<file path="src/rtl/debounce_edge.sv">
// debounce_edge: qualifies a raw single-bit input into a clean registered
// level and emits a one-cycle strobe on every accepted transition.
//
// A new level is accepted only after STABLE_CYCLES consecutive identical
// samples of the sample register `s`. Any sample that bounces back restarts
// qualification from scratch.
//
// Optional build macro DEBOUNCE_SYNC_EN: when defined, a two-flop
// synchronizer (sync0, sync1) precedes `s`, for use when `din` is a raw pin.
//
// Ports:
//   clk        in   system clock, all logic on posedge
//   rst        in   synchronous active-high reset
//   din        in   raw input
//   level      out  debounced level (registered)
//   rise       out  one-cycle pulse when level goes 0->1
//   fall       out  one-cycle pulse when level goes 1->0
//   ena_pulse  out  rise | fall, registered; enable for the downstream flop
//   busy       out  high while a candidate transition is being qualified
module debounce_edge #(
    parameter int unsigned STABLE_CYCLES = 4
) (
    input  logic clk,
    input  logic rst,
    input  logic din,
    output logic level,
    output logic rise,
    output logic fall,
    output logic ena_pulse,
    output logic busy
);

    localparam int unsigned CNT_W = $clog2(STABLE_CYCLES) + 1;
    localparam logic [CNT_W-1:0] CNT_LAST = CNT_W'(STABLE_CYCLES - 1);
    localparam logic [CNT_W-1:0] CNT_ONE  = CNT_W'(1);

    // Reject illegal qualification lengths at elaboration.
    if (STABLE_CYCLES < 2) begin : g_param_check
        $error("debounce_edge: STABLE_CYCLES must be >= 2");
    end

    typedef enum logic [1:0] {
        STABLE_LO = 2'd0,
        PEND_HI   = 2'd1,
        STABLE_HI = 2'd2,
        PEND_LO   = 2'd3
    } state_e;

    state_e           state_q, state_d;
    logic [CNT_W-1:0] cnt_q, cnt_d;
    logic             s_q, s_d;
    logic             level_q, level_d;
    logic             rise_q, rise_d;
    logic             fall_q, fall_d;
    logic             ena_q, ena_d;
    logic             busy_q, busy_d;

`ifdef DEBOUNCE_SYNC_EN
    logic             sync0_q, sync0_d;
    logic             sync1_q, sync1_d;
`endif

    // Next-state and output logic; the FSM looks only at the sample register.
    always_comb begin
`ifdef DEBOUNCE_SYNC_EN
        sync0_d = din;
        sync1_d = sync0_q;
        s_d     = sync1_q;
`else
        s_d     = din;
`endif
        state_d = state_q;
        cnt_d   = cnt_q;
        level_d = level_q;
        rise_d  = 1'b0;
        fall_d  = 1'b0;

        case (state_q)
            STABLE_LO: begin
                if (s_q) begin
                    state_d = PEND_HI;
                    cnt_d   = CNT_ONE;
                end
            end
            PEND_HI: begin
                if (!s_q) begin
                    state_d = STABLE_LO;
                    cnt_d   = '0;
                end else if (cnt_q == CNT_LAST) begin
                    state_d = STABLE_HI;
                    level_d = 1'b1;
                    rise_d  = 1'b1;
                    cnt_d   = '0;
                end else begin
                    cnt_d   = cnt_q + CNT_ONE;
                end
            end
            STABLE_HI: begin
                if (!s_q) begin
                    state_d = PEND_LO;
                    cnt_d   = CNT_ONE;
                end
            end
            PEND_LO: begin
                if (s_q) begin
                    state_d = STABLE_HI;
                    cnt_d   = '0;
                end else if (cnt_q == CNT_LAST) begin
                    state_d = STABLE_LO;
                    level_d = 1'b0;
                    fall_d  = 1'b1;
                    cnt_d   = '0;
                end else begin
                    cnt_d   = cnt_q + CNT_ONE;
                end
            end
            default: begin
                state_d = STABLE_LO;
                cnt_d   = '0;
            end
        endcase

        ena_d  = rise_d | fall_d;
        // busy reflects the state being entered so it lines up with the FSM.
        busy_d = (state_d == PEND_HI) || (state_d == PEND_LO);
    end

    // State and output registers; reset discards any pending candidate.
    always_ff @(posedge clk) begin
        if (rst) begin
            state_q <= STABLE_LO;
            cnt_q   <= '0;
            s_q     <= 1'b0;
            level_q <= 1'b0;
            rise_q  <= 1'b0;
            fall_q  <= 1'b0;
            ena_q   <= 1'b0;
            busy_q  <= 1'b0;
`ifdef DEBOUNCE_SYNC_EN
            sync0_q <= 1'b0;
            sync1_q <= 1'b0;
`endif
        end else begin
            state_q <= state_d;
            cnt_q   <= cnt_d;
            s_q     <= s_d;
            level_q <= level_d;
            rise_q  <= rise_d;
            fall_q  <= fall_d;
            ena_q   <= ena_d;
            busy_q  <= busy_d;
`ifdef DEBOUNCE_SYNC_EN
            sync0_q <= sync0_d;
            sync1_q <= sync1_d;
`endif
        end
    end

    assign level     = level_q;
    assign rise      = rise_q;
    assign fall      = fall_q;
    assign ena_pulse = ena_q;
    assign busy      = busy_q;

endmodule

</file>
<file path="config.mk">
export PLATFORM = sky130hd
export DESIGN_NAME = debounce_edge
export DESIGN_NICKNAME = d
export VERILOG_FILES = /design/src/rtl/debounce_edge.sv
export SDC_FILE = /design/constraint.sdc
export NUM_CORES = 1
export LEC_CHECK = 0
export ABC_AREA = 1
export CELL_PAD_IN_SITES_DETAIL_PLACEMENT = 0
export CELL_PAD_IN_SITES_GLOBAL_PLACEMENT = 1
export CORE_MARGIN = 2
export CORE_UTILIZATION = 30
export CTS_CLUSTER_DIAMETER = 40
export DETAILED_ROUTE_END_ITERATION = 10
export GPL_TIMING_DRIVEN = 0
export PLACE_DENSITY = 0.69
export SLEW_MARGIN = 30
export SYNTH_ARGS = -nofsm -noshare
export SYNTH_HDL_FRONTEND = slang
export SYNTH_SLANG_ARGS = --single-unit
</file>
<file path="constraint.sdc">
create_clock -name clk -period 1 [get_ports clk]
set_clock_uncertainty 0.05 [all_clocks]
set_input_delay 0.3 -clock clk [delete_from_list [all_inputs] [get_ports clk]]
set_output_delay 0.3 -clock clk [all_outputs]
set_load 0.03 [all_outputs]
</file>
==> flow_summary.yaml, run 1 <==
floorplanning:
  die_height_um: 40.76
  die_area_mm2: 0.001661
  row_count: 13
  coreArea_mm2: 0.001285
  ioPinCount: 8
  start_util_pct: 31.55
  die_w_um: 40.76
timing:
  post-route-min-period_ns: 1.092
  period_share_pct: 109.2
  setup_viol: 8
  slew_headroom_pct: 81.95
  grt_setup_unrepaired: "true"
  worst_slack_ns: -0.09226
  max_freq_ghz: 0.9155
  hold_viol: 0
  tightestPinTransition_ns: 0.2707
  drv_slew: 0
yosys:
  syn_area_um2: 405.4
  synth_cells: 51
  yosysTopAreaCell: "dfxtp_1"
  synth_top_area_share_pct: 49.38
  avgSynthCellArea_um2: 7.949
  yosysWarnings: 0
  ys_seq_area_share_pct: 49.38
  synth_area_leaders: "dfxtp_1 49%, nand2_1 7.4%, nand3_1 6.2%"
  synth_cell_types: 14
  ys_seq_elements: 10
  syn-num-nets: 55
pwr:
  combPwrFrac_pct: 6.8
  p_leak_nw: 0.2704
  vdd_drop_max_uv: 568.0
  clkPwrFrac_pct: 44.0
  p_per_area_mw_per_mm2: 1389
  p_int_w: 0.0006499
  swShare_pct: 22.26
  power_frac_seq_pct: 49.2
  p_sw_w: 0.0001861
placed_design:
  gp_congestion: 0.6872
  dp_hpwl_um: 554.5
  pre_cts_ws_ns: -0.4128
  port_buffers: 7
worst_setup_path:
  slowest_stage: "dfxtp_4"
  crit_family: "flip-flops"
  end_kind: "output port"
  required_ns: 0.65
  critPathMaxFanout: 2
  startpoint: "busy"
  cp.buffers_inverters: 1
  rr_endpoint: "rise"
  cpPeakStageDelay_ns: 0.35
  reg2regPathDepth: 7
  crit_chain: "buf_6"
  rrSetupSlack_ns: -0.06
  critPathArrivalTime_ns: 0.74
  path_class: "register to output port"
  worst_r2r_startpoint: "cnt_q[0]"
  startpoint_type: "register"
outcome:
  violations: "setup timing"
  run_status: "finished, violations left"
clock_network:
  cts_tree: "built"
  numClockSinks: 10
  cts_hold_buf: 0
  clkLatencyLatePin_ns: 0.27
  path_clk_slew_ns: 0.07
  h-tree-depth: 1
  cts_inserted_buffers: 3
  cts_root_buf: "clkbuf_4"
  cts_buffer_depth: 2
final_layout:
  fill_cells: 134
  drive_above_1_share_pct: 51.56
  nNetsFinal: 69
  post-route-util_pct: 46.84
  area_delta_synth_final_pct: 48.46
  n_antenna_cell: 0
  final_cell_mix: "7 x nand2_1, 7 x dfxtp_2, 6 x nor2_1"
global_route:
  grt_pass1_wl_mm: 1.269
  grt_max_degree: 7
  grt_pass1_vias: 313
  gr-total-overflow: 0
  grt_usage_pct: 12.75
  antenna_found_initial: 0
hold_path:
  hold_path.class: "register to register"
  holdPathStages: 2
  hp-start: "level"
  hold_path_end: "level"
route:
  ant_nets: 0
  drc_errors: 0
  drt-pass1-iter-count: 2
  drt_iter0_drc: 2
  viasPerCell: 4.354
  routed_wl_um: 792
  post_drt_wl_per_cell_um: 10.03
  vias: 344
run:
  cap_violations: 0
[routing by layer]
layer | global-route usage (%) | up-vias | wire length (µm)
met5 | 0 | - | 0
met4 | 10.00 | 0 | 17
met3 | 6.522 | 4 | 33
met2 | 15.48 | 8 | 380
met1 | 16.34 | 144 | 361
li1 | - | 188 | -
[power by group through the flow]
stage / Sequential, W / Combinational [W] / Clock, W
floorplan: 0.000426 / 0.0000237 / 0
global placement: 0.000424 / 0.0000455 / 0
detailed placement: 0.000425 / 0.0000459 / 0
CTS: 0.000411 / 0.0000561 / 0.000381
global route: 0.000412 / 0.0000642 / 0.000408
finish: 0.000412 / 0.0000567 / 0.000368
[cell families (layout without fill, tap and decap cells)]
logic type	count (synthesis)	in the layout	share of synthesized area [%]
AO/OA/AOI/OAI	4	4	4.936
adder cells (fa/ha/maj)	1	1	3.086
buffers and inverters	8	21	7.408
flip-flops	10	10	49.38
AND/OR/NAND/NOR	28	28	35.18
[state kept, by name, summed over array words and instances (netlist names)]
signal / count
state_q: 1
rise: 1
busy: 1
s_q: 1
level: 1
cnt_q: 3
ena_pulse: 1
fall: 1
[cell type report]
cell class	instances	area [µm²]	share of cell area, %
well taps	15	18.77	3.119
flip-flops and latches	10	212.7	35.34
inverters	8	30.03	4.990
multi-input cells	33	214.0	35.55
clock buffers	4	36.28	6.029
repair buffers	9	90.09	14.97
[metrics by stage]
step / hold slack, ns / total power [W] / area, µm² / TNS (ns) / instances
6_report: 0.4253 / 0.0008359 / 601.8 / -0.5216 / 79
2_1_floorplan: 0.3117 / 0.0004497 / 421.7 / -0.02656 / 51
3_3_place_gp: 0.4160 / 0.0004698 / 510.5 / -4.330 / 73
3_5_place_dp: 0.4127 / 0.0004705 / 510.5 / -4.438 / 73
4_1_cts: 0.4166 / 0.0008476 / 585.6 / -0.6269 / 79
5_1_grt: 0.4395 / 0.0008845 / 601.8 / -1.123 / 79
[cells in the mapped netlist]
| master | instances |
|---|---|
| dfxtp_1 | 10 |
| nand2_1 | 8 |
| inv_1 | 6 |
| nor2_1 | 6 |
| nand3_1 | 5 |
| a21oi_1 | 3 |
| nand2_2 | 3 |
| inv_2 | 2 |
| nand2_4 | 2 |
| nor2_2 | 2 |
| ha_1 | 1 |
| nand4_1 | 1 |
| nor3_1 | 1 |
| o21ai_1 | 1 |
[what timing repair did]
action	4_1_cts	5_1_grt
buffers inserted	2	0
resized for setup	44	4
setup endpoints to repair	12	12
pin swaps	3	1
[worst max path at each step]
stage	endpoint	slack, ns	cells past startpoint
2_1_floorplan	level	-0.02	7
3_3_place_gp	busy	-0.41	1
3_5_place_dp	busy	-0.41	1
4_1_cts	busy	-0.10	1
5_1_grt	rise	-0.14	7
6_report	busy	-0.09	1
No activity file was read; power rests on OpenSTA's default activity.
==> run 2, diff against run 1 <==
--- a/config.mk
+++ b/config.mk
@@ -6,6 +6,7 @@
 export NUM_CORES = 1
 export LEC_CHECK = 0
 export ABC_AREA = 1
+export ABC_CLOCK_PERIOD_IN_PS = 1000
 export CELL_PAD_IN_SITES_DETAIL_PLACEMENT = 0
 export CELL_PAD_IN_SITES_GLOBAL_PLACEMENT = 1
 export CORE_MARGIN = 2
==> results of run 2 <==
The final DEF is identical to that of run 1; final timing and power are the same.
